--- src/rtl/karatsuba_pkg.sv ---
// Shared definitions for the 8x8 Karatsuba issue stage: widths, defaults, FSM encoding.
package karatsuba_pkg;

  localparam int unsigned OP_W               = 8;
  localparam int unsigned PROD_W             = 16;
  localparam int unsigned TIMEOUT_DEFAULT    = 31;
  localparam int unsigned FIFO_DEPTH_DEFAULT = 2;

  typedef logic [1:0] state_t;

  localparam state_t ST_IDLE    = 2'd0;
  localparam state_t ST_RUN     = 2'd1;
  localparam state_t ST_RELEASE = 2'd2;

  typedef struct packed {
    logic [OP_W-1:0] x;
    logic [OP_W-1:0] y;
  } operand_t;

  // Counter/pointer width that stays at least one bit for degenerate sizes.
  function automatic int unsigned clog2_min1(input int unsigned n);
    return (n <= 1) ? 1 : $clog2(n);
  endfunction

endpackage

--- src/rtl/karatsuba8_opfifo.sv ---
// Small operand FIFO of {x,y} pairs; push is ignored when full, pop ignored when empty.
module karatsuba8_opfifo
  import karatsuba_pkg::*;
#(
  parameter int unsigned DEPTH = FIFO_DEPTH_DEFAULT
) (
  input  logic     clk,
  input  logic     rst,
  input  logic     push,
  input  logic     pop,
  input  operand_t wdata,
  output operand_t rdata,
  output logic     full,
  output logic     empty
);

  localparam int unsigned PW = clog2_min1(DEPTH);
  localparam int unsigned CW = clog2_min1(DEPTH + 1);

  operand_t          mem_q [DEPTH];
  logic     [PW-1:0] wr_ptr_q, wr_ptr_d;
  logic     [PW-1:0] rd_ptr_q, rd_ptr_d;
  logic     [CW-1:0] count_q, count_d;
  logic              do_push, do_pop;

  function automatic logic [PW-1:0] next_ptr(input logic [PW-1:0] p);
    return (p == PW'(DEPTH - 1)) ? '0 : p + PW'(1);
  endfunction

  assign full    = (count_q == CW'(DEPTH));
  assign empty   = (count_q == '0);
  assign do_push = push && !full;
  assign do_pop  = pop && !empty;
  assign rdata   = mem_q[rd_ptr_q];

  always_comb begin
    wr_ptr_d = wr_ptr_q;
    rd_ptr_d = rd_ptr_q;
    count_d  = count_q;
    if (do_push) wr_ptr_d = next_ptr(wr_ptr_q);
    if (do_pop)  rd_ptr_d = next_ptr(rd_ptr_q);
    case ({do_push, do_pop})
      2'b10:   count_d = count_q + CW'(1);
      2'b01:   count_d = count_q - CW'(1);
      default: count_d = count_q;
    endcase
  end

  // Storage needs no reset: occupancy alone decides what is valid.
  always_ff @(posedge clk) begin
    if (do_push) mem_q[wr_ptr_q] <= wdata;
  end

  always_ff @(posedge clk) begin
    if (rst) begin
      wr_ptr_q <= '0;
      rd_ptr_q <= '0;
      count_q  <= '0;
    end else begin
      wr_ptr_q <= wr_ptr_d;
      rd_ptr_q <= rd_ptr_d;
      count_q  <= count_d;
    end
  end

endmodule

--- src/rtl/karatsuba8_issue.sv ---
// Issue stage in front of the Karatsuba control unit: buffers operand pairs, sequences
// core_start/core_done handshakes with a timeout, and holds products for the consumer.
module karatsuba8_issue
  import karatsuba_pkg::*;
#(
  parameter int unsigned TIMEOUT    = TIMEOUT_DEFAULT,
  parameter int unsigned FIFO_DEPTH = FIFO_DEPTH_DEFAULT
) (
  input  logic              clk,
  input  logic              rst,
  input  logic              in_valid,
  output logic              in_ready,
  input  logic [OP_W-1:0]   in_x,
  input  logic [OP_W-1:0]   in_y,
  output logic              core_start,
  output logic [OP_W-1:0]   core_x,
  output logic [OP_W-1:0]   core_y,
  input  logic              core_done,
  input  logic [PROD_W-1:0] core_p,
  output logic              out_valid,
  input  logic              out_ready,
  output logic [PROD_W-1:0] out_p,
  output logic              err,
  output logic [7:0]        done_cnt,
  output logic              busy
);

  localparam int unsigned TW = clog2_min1(TIMEOUT + 1);

  state_t            state_q, state_d;
  logic [OP_W-1:0]   core_x_q, core_x_d;
  logic [OP_W-1:0]   core_y_q, core_y_d;
  logic [TW-1:0]     tcnt_q, tcnt_d;
  logic              out_valid_q, out_valid_d;
  logic [PROD_W-1:0] out_p_q, out_p_d;
  logic              err_q, err_d;
  logic [7:0]        done_cnt_q, done_cnt_d;

  logic              fifo_pop, fifo_full, fifo_empty;
  operand_t          fifo_head, fifo_wdata;
  logic              out_accept, capture, abort;

  assign fifo_wdata = '{x: in_x, y: in_y};

  karatsuba8_opfifo #(
    .DEPTH (FIFO_DEPTH)
  ) u_opfifo (
    .clk   (clk),
    .rst   (rst),
    .push  (in_valid),
    .pop   (fifo_pop),
    .wdata (fifo_wdata),
    .rdata (fifo_head),
    .full  (fifo_full),
    .empty (fifo_empty)
  );

  assign out_accept = out_valid_q && out_ready;

  always_comb begin
    state_d  = state_q;
    tcnt_d   = tcnt_q;
    fifo_pop = 1'b0;
    capture  = 1'b0;
    abort    = 1'b0;
    case (state_q)
      ST_IDLE: begin
        // Issue only when the output slot is free now or is being drained this cycle.
        if (!fifo_empty && (!out_valid_q || out_accept)) begin
          fifo_pop = 1'b1;
          tcnt_d   = '0;
          state_d  = ST_RUN;
        end
      end
      ST_RUN: begin
        if (core_done) begin
          capture = 1'b1;
          state_d = ST_RELEASE;
        end else if (tcnt_q == TW'(TIMEOUT)) begin
          abort   = 1'b1;
          state_d = ST_RELEASE;
        end else begin
          tcnt_d = tcnt_q + TW'(1);
        end
      end
      ST_RELEASE: state_d = ST_IDLE;
      default:    state_d = ST_IDLE;
    endcase
  end

  always_comb begin
    core_x_d    = core_x_q;
    core_y_d    = core_y_q;
    out_valid_d = out_valid_q;
    out_p_d     = out_p_q;
    done_cnt_d  = done_cnt_q;
    err_d       = err_q | abort;
    if (fifo_pop) begin
      core_x_d = fifo_head.x;
      core_y_d = fifo_head.y;
    end
    if (out_accept) begin
      out_valid_d = 1'b0;
      done_cnt_d  = done_cnt_q + 8'd1;
    end
    if (capture) begin
      out_valid_d = 1'b1;
      out_p_d     = core_p;
    end
  end

  always_ff @(posedge clk) begin
    if (rst) begin
      state_q     <= ST_IDLE;
      core_x_q    <= '0;
      core_y_q    <= '0;
      tcnt_q      <= '0;
      out_valid_q <= 1'b0;
      out_p_q     <= '0;
      err_q       <= 1'b0;
      done_cnt_q  <= '0;
    end else begin
      state_q     <= state_d;
      core_x_q    <= core_x_d;
      core_y_q    <= core_y_d;
      tcnt_q      <= tcnt_d;
      out_valid_q <= out_valid_d;
      out_p_q     <= out_p_d;
      err_q       <= err_d;
      done_cnt_q  <= done_cnt_d;
    end
  end

  assign in_ready   = !fifo_full;
  assign core_start = (state_q == ST_RUN);
  assign core_x     = core_x_q;
  assign core_y     = core_y_q;
  assign out_valid  = out_valid_q;
  assign out_p      = out_p_q;
  assign err        = err_q;
  assign done_cnt   = done_cnt_q;
  assign busy       = (state_q != ST_IDLE) || !fifo_empty;

endmodule

--- config.mk ---
export PLATFORM = sky130hd
export DESIGN_NAME = karatsuba8_issue
export DESIGN_NICKNAME = d
export VERILOG_FILES = /design/src/rtl/karatsuba_pkg.sv /design/src/rtl/karatsuba8_opfifo.sv /design/src/rtl/karatsuba8_issue.sv
export SDC_FILE = /design/constraint.sdc
export NUM_CORES = 1
export LEC_CHECK = 0
export ABC_AREA = 1
export CAP_MARGIN = 20
export CORE_MARGIN = 4
export CORE_UTILIZATION = 45
export DETAILED_ROUTE_END_ITERATION = 8
export DONT_BUFFER_PORTS = 1
export GPL_TIMING_DRIVEN = 0
export SYNTH_ARGS = -nofsm -noshare
export SYNTH_HDL_FRONTEND = slang
export SYNTH_SLANG_ARGS = --single-unit
--- constraint.sdc ---
create_clock -name clk -period 2.8 [get_ports clk]
set_input_delay 0.14 -clock clk [delete_from_list [all_inputs] [get_ports clk]]
set_output_delay 0.14 -clock clk [all_outputs]
set_load 0.03 [all_outputs]
* Yosys cells after proc, flatten, opt, wreduce, memory -nomap -nowiden
Memory sizes are Yosys's and may differ from the RTL's. A register that Yosys moved wholly into a read port is not among the register bits.
Index checks and enable logic that the tools add are counted.
** Storage, ports and cells
- Output and inout port bits :: 45
- Bits in latches :: 0
- Bits of input ports :: 37
- RAM bits :: 32
- Logic and storage cells :: 65
- Flip-flop bits (word level) :: 37
- Memory bits (read-only) :: 0
- Memories :: 1
** Memories
- u_opfifo.mem_q :: depth 2, bits a word 16, rd ports 1, clocked after Yosys merged registers in 1, wr ports 1, RTL line karatsuba8_opfifo.sv:20 : operand_t mem_q [DEPTH];
** Operators by class
- Multipliers :: 0
- Bitwise logic cells :: 1
- Div/mod/pow operators :: 0
- Shift-type cells :: 0
- Multiplexer cells :: 22
- Add/subtract/negate cells :: 6
- Reduce and logical (&&, ||, !) cells :: 17
- Magnitude comparators :: 0
- Eq/ne operators :: 9
** Operator list (number)
- $mux 5 :: 3
- $mux 1 :: 13
- $pmux 5 s2 :: 1
- $add 8x1->8 const B :: 1
- $pmux 2 s2 :: 2
- $reduce_bool 2->1 :: 4
- $mux 2 :: 3
- $ne 2x2->1 const B :: 3
- $add 5x1->5 const B :: 1
- $eq 5x5->1 const B :: 1
- $eq 2x1->1 const B :: 2
- $eq 2x2->1 const B :: 2
- $logic_and 1x1->1 :: 4
- $logic_not 2->1 :: 2
- $reduce_and 4->1 :: 1
- $logic_not 1->1 :: 3
- $ne 3x1->1 const B :: 1
- $add 1x1->1 const B :: 2
- $add 2x1->2 const B :: 1
- $logic_or 1x1->1 :: 2
- $reduce_and 2->1 :: 1
- $sub 2x1->2 const B :: 1
- $or 1x1->1 :: 1

* Depth between registers and ports, before layout
Gate-level depths: netlist of run 1.
- Depth after elaboration :: 8
- Depth in mapped cells :: 11
- Depth with buffers taken out :: 10

* By module
Synthesis of run 1 repeated with hierarchy kept, for this count alone.
** Unflattened totals
- Cell total of the unflattened synthesis :: 354
- Area total of the unflattened synthesis :: 3494.6 um^2
** Modules (own cells, without submodules)
- karatsuba8_issue :: area an instance 2034.5 um^2, seq. area each 980.9 um^2, cells each 264, instances 1
- karatsuba8_opfifo :: area an instance 1460.2 um^2, seq. area each 1061.0 um^2, cells each 90, instances 1

* Worst setup path after synthesis of run 1
Ideal clock, no wire load.
- Path kind :: register -> register
- Start point :: reg u_opfifo.count_q[0]
- End point :: mem u_opfifo.mem_q[1][0] (netlist bit) (enable)
- Stages on the path, launching flop included :: 5
- Arrival time :: 1.565 ns
- Setup slack :: 0.844 ns
- Path buffers :: 0
- Period minus slack after synthesis :: 1.956 ns
- Setup time :: 0.390 ns
- Data required time :: 2.410 ns
- Path through :: dfxtp_1 inv_2 nand2_1 nand2_1 nor2_1
** Between the ends
- Word-level cells in the longest chain between the ends :: 5
** RTL lines
- from (decl) :: RTL line karatsuba8_opfifo.sv:23 : logic [CW-1:0] count_q, count_d;
- from (signal assigned) :: RTL line karatsuba8_opfifo.sv:62 : count_q <= count_d;
- $eq 2x2->1 :: RTL line karatsuba8_opfifo.sv:30 : assign full = (count_q == CW'(DEPTH));
- $logic_not 1->1
- named net in_ready :: RTL line karatsuba8_issue.sv:12 : output logic in_ready,
- $logic_and 1x1->1 :: RTL line karatsuba8_opfifo.sv:32 : assign do_push = push && !full;
- $mux 1 :: RTL line karatsuba8_opfifo.sv:51 : if (do_push) mem_q[wr_ptr_q] <= wdata;
- $mux 1 (not written as such) :: RTL line karatsuba8_opfifo.sv:51
- to (decl) :: RTL line karatsuba8_opfifo.sv:20
The timed path passes the listed nets, and every way through them passes these cells.

* Final worst setup path of run 1
- Start point :: reg u_opfifo.count_q[0]
- End point :: mem u_opfifo.mem_q[1][1] (netlist bit) (enable)
The elaborated chain is that of the path after synthesis.

==> run summary, run 1 <==
antenna diode count = 0
global-route wire length before repair = 11600 µm
static leakage = 1.57 nW
Layout Skew = 0.0102 ns
met2 global-route usage = 29.3%
share of layout cells above drive strength 1 = 10.7%
total power = 3.77 mW
Synth cell types = 29
number of buffers created by CTS = 9
hold_ws = 0.0445 ns
Hold Vio Cnt, Final = 0
crit path DAT = 1.98 ns
Startpoint Class = flip-flop
Die Ht = 94.7 µm
CTS tree = yes
DRC violations left = 0
clock tree root driver cell = clkbuf_8
die span in x = 94.7 µm
num ports = 82
Post-CTS Resized = 0
clk_lat worst skew = 0.35 ns
Worst-path clk slew = 0.08 ns
Via density = 4.77
VDD IR-drop max = 0.000471 V
Starting Density = 46.4%
final WL = 7120 µm
slew margin rel. = 41.0%
Vias = 2512
Final Cycle Share = 71.6%
RSZ-0062 raised after global routing = false
routability cong. = 0.800
Core Util, Final = 55.6%
maximum clock rate = 499 MHz
Setup TNS = 0 ns
synth-to-layout area growth = 20.0%
nets@finish = 464
DRT antenna net count = 0
PwrDens = 929 nW/µm²
grt ovf = 0
CP Capture Type = flip-flop
EDFF count, synth = 32
standard-cell rows = 31
#FFs+latches synth = 85
Final Non-Filler Cells = 527
DPL Wire Length = 4780 µm
Final Critical Period = 2.00 ns
Avg Cell Area, Syn = 8.94 µm²
DIE AREA = 8960 µm²
max-cap violations = 0
IO Port Bufs = 0
sequential area share after synthesis = 59.8%
M1 GR Usage = 19.1%
Slew @ Worst Pin = 0.884 ns
async set-reset flop share out of synthesis = 0%
layout filler cell count = 676
Max Root-Sink Buffers = 2
grt met3 use = 4.62%
placed cells = 478
status = completed
Synth Flop Type = dfxtp_1
Synthesized Nets = 419
total global-route track usage = 16.9%
clk sinks = 85
GR peak layer = met2
Setup-failing EPs final = 0
Core Area = 7290 µm²
vias in the first global route = 2442
Syn Inst Count = 378
First-pass DRT Iterations = 4
H-tree depth = 3
min-delay worst type = input pin to flip-flop
largest net degree at the start of global routing = 18
Wirelength per Cell = 13.5 µm
antenna violations before repair = 0
yosys warns = 0
Mapped Area = 3380 µm²
drt first-iter violations = 67
Max Slew Vio Count = 0
CP Class = flip-flop to flip-flop
WP data required = 2.78 ns
crit-path max FO = 17
## synthesized netlist by cell type, types with 4 or more instances
cell type / n / area [µm²]
clkbuf_1: 4 / 15.0
ha_1: 4 / 50.1
dfxtp_1: 53 / 1060
nand2_1: 127 / 477
nor2_1: 28 / 105
inv_1: 25 / 93.8
buf_2: 6 / 30.0
o21ai_0: 5 / 25.0
a21oi_2: 5 / 43.8
buf_4: 5 / 37.5
nor3_1: 5 / 25.0
edfxtp_1: 32 / 961
nand3_1: 22 / 110
a21oi_1: 36 / 180
## layout make-up
type	count	area, µm²	area share (%)
plain buffers	17	109	2.68
clock buffers	10	138	3.39
clock inverters	6	70.1	1.73
inverters	29	114	2.81
multi-input cells	247	1140	28.1
flip-flops and latches	85	2020	49.8
well taps	99	124	3.05
repair buffers	34	342	8.42
## worst max-delay path, cell delays in order (launching register included)
cell,delay [ns]
dfxtp_1,0.39
inv_2,0.07
nand2_1,0.28
nand2_1,0.17
nor2_2,0.71
## layer usage
layer  vias to the layer above  wire [µm]
met4                         0        119
met5                         -          0
met2                        53       3500
li1                       1314          -
met3                        10        439
met1                      1135       3060
## repair_timing
action	in CTS	in global routing
hold buffers	33	0
setup buffers	0	0
hold endpoints to repair	49	0
## per-stage QoR
step	setup slack, ns	area [µm²]
after floorplan	0.844	3380
after global placement	0.343	3500
after detailed placement	0.769	3520
after CTS	0.762	4060
after global routing	0.590	4060
final	0.796	4060
## final timing paths
kind	from	end	slack [ns]	cells after the start
max	u_opfifo.count_q[0]	u_opfifo.mem_q[1][1]	0.80	4
min	out_ready	out_valid	0.04	3
max reg2reg	u_opfifo.count_q[0]	u_opfifo.mem_q[1][1]	0.80	4
min reg2reg	u_opfifo.count_q[1]	u_opfifo.count_q[1]	0.49	1
## placed cells by master, fill, tap and decap left out, types with 6 or more instances in the layout
master / netlist / layout
clkbuf_8: 0 / 10
nand2_1: 127 / 127
buf_2: 6 / 6
nor2_1: 28 / 27
inv_1: 25 / 25
edfxtp_1: 32 / 32
a21oi_1: 36 / 36
dlygate4sd3_1: 0 / 33
nand3_1: 22 / 22
dfxtp_1: 53 / 53
## state kept, by name, indices dropped and copies added (netlist names), 2 cells and up
register / cells
done_cnt: 8
core_x: 8
u_opfifo.mem_q: 32
state_q: 2
core_y: 8
u_opfifo.count_q: 2
out_p: 16
tcnt_q: 5
## where the power goes
part | total, mW | switching (mW) | leakage [nW] | internal, mW
clock network | 0.885 | 0.442 | 0.102 | 0.443
logic | 1.00 | 0.642 | 0.741 | 0.357
registers | 1.88 | 0.372 | 0.731 | 1.51
total | 3.77 | 1.46 | 1.57 | 2.31
## logic make-up (layout without fill, tap and decap cells)
| family | after synthesis | count (layout) | share of synthesized area, % |
|---|---|---|---|
| buffers and inverters | 46 | 96 | 6.59 |
| adders and majority gates | 4 | 4 | 1.48 |
| AOI/OAI and AO/OA | 49 | 49 | 7.99 |
| DFF | 85 | 85 | 59.8 |
| and+or+nand+nor | 194 | 194 | 24.1 |
Power figures use the tool's default switching activity.
==> run 2, diff against run 1 <==
==> constraint.sdc (replaced) <==
create_clock -name clk -period 1.6 [get_ports clk]
set_input_delay 0.08 -clock clk [delete_from_list [all_inputs] [get_ports clk]]
set_output_delay 0.08 -clock clk [all_outputs]
set_load 0.03 [all_outputs]
==> run 2 against run 1 <==
Sequential cell count unchanged. Largest cell class unchanged. Clock skew about the same. Global-route usage decreased by 0.89 points. Largest power group unchanged. Critical path depth unchanged.
==> run summary, run 2 (same netlist as run 1, synthesis figures left out) <==
crit-path max FO = 16 (-1)
most common cell after layout, fill and taps aside = nand2_1
Worst path slowest cell = nor2_4
clk sinks = 85 (unchanged)
num ports = 82 (unchanged)
Hold Crit Depth = 3 (unchanged)
static leakage = 1.61 nW (+2.3%)
clk_lat worst skew = 0.34 ns (about the same)
Via density = 4.80 (+0.69%)
routability cong. = 0.797 (-0.28%)
Hold Vio Cnt, Final = 0 (unchanged)
Final Non-Filler Cells = 534 (+1.3%)
Layout Skew = 0.0105 ns (+0.000224 ns)
Biggest register = u_opfifo.mem_q
global-route wire length before repair = 10900 µm (-5.8%)
antenna diode count = 0 (unchanged)
grt ovf = 0 (unchanged)
nets@finish = 471 (+1.5%)
Setup-failing EPs final = 0 (unchanged)
Vias = 2563 (+2.0%)
maximum clock rate = 654 MHz (+31%)
status = completed
Final Cycle Share = 95.5% (+24 points)
r2r setup slk = 0.07 ns (-0.72 ns)
GR peak layer = met2
First-pass DRT Iterations = 4 (unchanged)
Max Root-Sink Buffers = 2 (unchanged)
Die Ht = 94.7 µm (unchanged)
CP Class = flip-flop to flip-flop
WP data required = 1.59 ns (-1.19 ns)
H-tree depth = 3 (unchanged)
Slew @ Worst Pin = 0.603 ns (-0.281 ns)
slew margin rel. = 59.8% (+19 points)
most frequent CP cell = nand2_2
share of layout cells above drive strength 1 = 15.9% (+5.1 points)
total global-route track usage = 16.0% (-0.89 points)
DRC violations left = 0 (unchanged)
largest net degree at the start of global routing = 18 (unchanged)
clock tree root driver cell = clkbuf_8
DPL Wire Length = 4680 µm (-2.2%)
CP Launch Point = u_opfifo.count_q[0]
met2 global-route usage = 28.4% (-0.94 points)
CP Capture Type = flip-flop
layout filler cell count = 687 (+1.6%)
reg2reg start = u_opfifo.count_q[0]
vias in the first global route = 2356 (-3.5%)
Starting Density = 46.4% (unchanged)
total power = 6.70 mW (+78%)
antenna violations before repair = 0 (unchanged)
min-delay worst type = input pin to flip-flop
IO Port Bufs = 0 (unchanged)
die span in x = 94.7 µm (unchanged)
PwrDens = 1600 nW/µm² (+73%)
CTS tree = yes
Worst-path clk slew = 0.08 ns (about the same)
number of buffers created by CTS = 9 (unchanged)
synth-to-layout area growth = 23.6%
Max Slew Vio Count = 0 (unchanged)
max-cap violations = 0 (unchanged)
standard-cell rows = 31 (unchanged)
Setup TNS = 0 ns (unchanged)
placed cells = 477 (-0.21%)
Startpoint Class = flip-flop
Wirelength per Cell = 13.6 µm (+0.94%)
Critical Path Max Stage Delay = 0.41 ns (-0.30 ns)
DRT antenna net count = 0 (unchanged)
Final Critical Period = 1.53 ns (-0.475 ns)
hold_ws = 0.0384 ns (-0.00603 ns)
VDD IR-drop max = 0.000831 V (+76%)
Hold Path Origin = out_ready
most frequent cells in the layout = nand2_1, dfxtp_1, a21oi_1
final WL = 7280 µm (+2.3%)
CP Cell Sequence = inv_2 > nand2_2 > nand2_2 > nor2_4
max FFs per register = 32 (unchanged)
M1 GR Usage = 18.0% (-1.2 points)
Core Area = 7290 µm² (unchanged)
crit path DAT = 1.51 ns (-0.47 ns)
DIE AREA = 8960 µm² (unchanged)
Register-to-Register Path Depth = 4 (unchanged)
grt met3 use = 5.98% (+1.4 points)
drt first-iter violations = 104 (+55%)
[run 2: cell types whose count changed in the layout (fill, tap and decap cells not counted), sizes merged]
| cell | previous run | this run |
|---|---|---|
| inv | 29 | 28 |
| clkinvlp | 1 | 2 |
| clkbuf | 14 | 16 |
| buf | 14 | 20 |
| dlygate4sd3 | 33 | 34 |
| clkinv | 4 | 2 |
[run 2: timing repair]
item,CTS,global route
endpoints found under the setup margin,37,25
gates cloned,0,0
pin swaps,2,3
resized for setup,14,12
hold endpoints to repair,50,0
hold buffers,34,0
buffers inserted,3,4
[run 2: cell type report]
class	count	area [µm²]	share of cell area, %
plain buffers	17	109	2.60
clock buffers	12	135	3.23
clock inverters	4	50.0	1.20
inverters	29	114	2.72
multi-input cells	247	1200	28.8
flip-flops and latches	85	2040	48.8
well taps	99	124	2.96
repair buffers	41	405	9.70
[run 2: metal layers]
layer,share of wire (%),vias up,wire (µm)
met1,40,1160,2930
met4,0.93,0,68
met2,52,67,3760
met3,7.2,6,521
li1,-,1330,-
met5,0,-,0
[run 2: final timing paths]
| kind | end |
|---|---|
| max | u_opfifo.mem_q[0][13] |
| min | done_cnt[1] |
| max reg2reg | u_opfifo.mem_q[0][13] |
| min reg2reg | u_opfifo.count_q[1] |
[run 2: critical path: cells and delay by family (launching register included)]
family | cells | cell delay [ns]
buffers and inverters | 1 | 0.05
flip-flops | 1 | 0.36
AND/OR/NAND/NOR | 3 | 0.76
[run 2: power breakdown]
group / internal [mW] / total [mW] / leakage [nW] / switching [mW]
registers: 2.66 / 3.32 / 0.735 / 0.664
logic: 0.745 / 1.94 / 0.788 / 1.19
clock network: 0.721 / 1.44 / 0.0866 / 0.718
[run 2: stage by stage]
step | setup slack (ns) | utilization, % | area (µm²)
after floorplan | -0.115 | - | 3390
after global placement | -0.437 | 48.2 | 3510
after detailed placement | -0.485 | 48.2 | 3510
after CTS | 0.0114 | 56.1 | 4090
after global routing | -0.000429 | 57.3 | 4180
final | 0.0714 | 57.3 | 4180
==> run 3, diff against run 2 <==
--- a/config.mk
+++ b/config.mk
@@ -7,11 +7,13 @@
 export LEC_CHECK = 0
 export ABC_AREA = 1
 export CAP_MARGIN = 20
-export CORE_MARGIN = 4
+export CORE_MARGIN = 2
 export CORE_UTILIZATION = 45
 export DETAILED_ROUTE_END_ITERATION = 8
 export DONT_BUFFER_PORTS = 1
 export GPL_TIMING_DRIVEN = 0
+export HOLD_SLACK_MARGIN = 0.06
+export RECOVER_POWER = 100
 export SYNTH_ARGS = -nofsm -noshare
 export SYNTH_HDL_FRONTEND = slang
 export SYNTH_SLANG_ARGS = --single-unit
==> run 3 against run 2 <==
Combinational power barely moved. Utilization rose by 0.13 points. Die area fell by 8.3%. Clock skew fell by 0.0011 ns. Register-to-register slack improved by 0.03 ns. Clock-buffer cell count fell by 2. Non-clock buffer count fell by 2. First-iteration DRC count fell by 9.6%. Maximum frequency rose by 2.2%. Cell count fell by 0.37%. Via count rose by 0.27%. Sequential cell count did not move. Highest routed layer unchanged.
==> run summary, run 3 (same netlist as run 1, synthesis figures left out) <==
nets@finish = 469 (-0.42%)
DR WL met2 = 3530 µm (-6.0%)
DRT antenna net count = 0 (unchanged)
Final Cell Area = 4170 µm² (-0.30%)
share of layout cells above drive strength 1 = 15.0% (-0.85 points)
reg2reg start = u_opfifo.count_q[1]
Hold Path Origin = core_done
slew margin rel. = 59.2% (-0.55 points)
maximum clock rate = 668 MHz (+2.2%)
Hold Path End = out_p[9]
Final Cycle Share = 93.5% (-2.0 points)
Vias = 2570 (+0.27%)
Hold Crit Depth = 3 (unchanged)
die span in x = 90.7 µm (-4.2%)
synth-to-layout area growth = 23.3%
Setup-failing EPs final = 0 (unchanged)
PwrDens = 1610 nW/µm² (+0.71%)
global-route wire length before repair = 11700 µm (+7.5%)
CTS tree = yes
clk sinks = 85 (unchanged)
Hold Vio Cnt, Final = 0 (unchanged)
most frequent cells in the layout = nand2_1, dfxtp_1, a21oi_1
standard-cell rows = 31 (unchanged)
Setup WS post-layout = 0.104 ns (+0.0325 ns)
pre-CTS WS = -0.467 ns (+0.0178 ns)
max-cap violations = 0 (unchanged)
clock tree root driver cell = clkbuf_8
largest net degree at the start of global routing = 18 (unchanged)
drt first-iter violations = 94 (-9.6%)
WP data required = 1.59 ns (about the same)
min-delay worst type = input pin to flip-flop
Starting Density = 46.6% (+0.25 points)
antenna violations before repair = 0 (unchanged)
Layout Skew = 0.00934 ns (-0.00112 ns)
DRC violations left = 0 (unchanged)
status = completed
most common cell after layout, fill and taps aside = nand2_1
Final Critical Period = 1.50 ns (-0.0325 ns)
H-tree depth = 3 (unchanged)
Die Ht = 90.7 µm (-4.2%)
DIE AREA = 8220 µm² (-8.3%)
total power = 6.73 mW (+0.41%)
Via density = 4.83 (+0.65%)
grt ovf = 0 (unchanged)
placed cells = 477 (unchanged)
Startpoint Class = flip-flop
Wirelength per Cell = 13.2 µm (-3.4%)
routed length on met3 = 409 µm (-21%)
Core Util, Final = 57.5% (+0.13 points)
Setup TNS = 0 ns (unchanged)
r2r setup slk = 0.10 ns (+0.03 ns)
DPL Wire Length = 4510 µm (-3.5%)
crit-path max FO = 17 (+1)
First-pass DRT Iterations = 4 (unchanged)
Register-to-Register Path Depth = 4 (unchanged)
M1 wire length = 2910 µm (-0.62%)
Biggest register = u_opfifo.mem_q
total global-route track usage = 18.3% (+2.3 points)
Max Root-Sink Buffers = 2 (unchanged)
routability cong. = 0.782 (-1.9%)
CP Capture Type = flip-flop
antenna diode count = 0 (unchanged)
top layer in use = met4
final WL = 7000 µm (-3.8%)
Max Slew Vio Count = 0 (unchanged)
max FFs per register = 32 (unchanged)
Final Non-Filler Cells = 532 (-0.37%)
R2R Path End = u_opfifo.mem_q[1][9]
clk_lat worst skew = 0.35 ns (about the same)
VDD IR-drop max = 0.000659 V (-21%)
CP Class = flip-flop to flip-flop
number of buffers created by CTS = 9 (unchanged)
Worst-path clk slew = 0.09 ns (about the same)
Core Area = 7250 µm² (-0.53%)
Slew @ Worst Pin = 0.612 ns (+0.00824 ns)
Area after DPL = 3510 µm² (unchanged)
crit path DAT = 1.49 ns (-0.02 ns)
num ports = 82 (unchanged)
hold_ws = 0.0870 ns (+0.0485 ns)
IO Port Bufs = 0 (unchanged)
static leakage = 1.60 nW (-0.32%)
vias in the first global route = 2487 (+5.6%)
[run 3: how the worst max path moves through the flow]
stage          cells past startpoint  slack (ns)           startpoint                     to
2_1_floorplan                      4       -0.12  u_opfifo.count_q[0]   u_opfifo.mem_q[1][0]
3_3_place_gp                       4       -0.46  u_opfifo.count_q[0]  u_opfifo.mem_q[1][14]
3_5_place_dp                       4       -0.47  u_opfifo.count_q[0]  u_opfifo.mem_q[1][14]
4_1_cts                           10        0.02            out_valid    u_opfifo.count_q[1]
5_1_grt                           10      -0.004            tcnt_q[1]              tcnt_q[1]
6_report                           4        0.10  u_opfifo.count_q[1]   u_opfifo.mem_q[1][9]
[run 3: power breakdown]
group	leakage, nW	total [mW]	internal (mW)	switching, mW
registers	0.735	3.31	2.66	0.655
logic	0.779	1.95	0.738	1.21
clock network	0.0903	1.47	0.719	0.752
total	1.60	6.73	4.11	2.61
[run 3: critical path: stages, from the launching register on]
cell	delay [ns]
dfxtp_2	0.32
buf_4	0.14
nand2_4	0.14
nand2_4	0.10
nor2_4	0.42
[run 3: timing repair]
action                                 CTS  global route
buffers inserted                         4             0
pin swaps                                2             2
endpoints found under the hold margin   52             0
setup endpoints to repair               36             8
resized for setup                       15            10
hold buffers                            35             0
[run 3: per-layer routing]
metal,up-vias,GRT usage [%]
met1,1171,20.5
met3,12,5.84
li1,1325,-
met5,-,0
met2,62,31.2
met4,0,9.10
[run 3: cell type report]
| class | count | area [µm²] |
|---|---|---|
| buffer | 17 | 109 |
| clock buffer | 10 | 128 |
| clock inverter | 6 | 62.6 |
| fill | 673 | 3090 |
| inverter | 29 | 114 |
| multi-input combinational | 247 | 1210 |
| sequential | 85 | 2040 |
| tap | 99 | 124 |
| timing repair buffer | 39 | 380 |
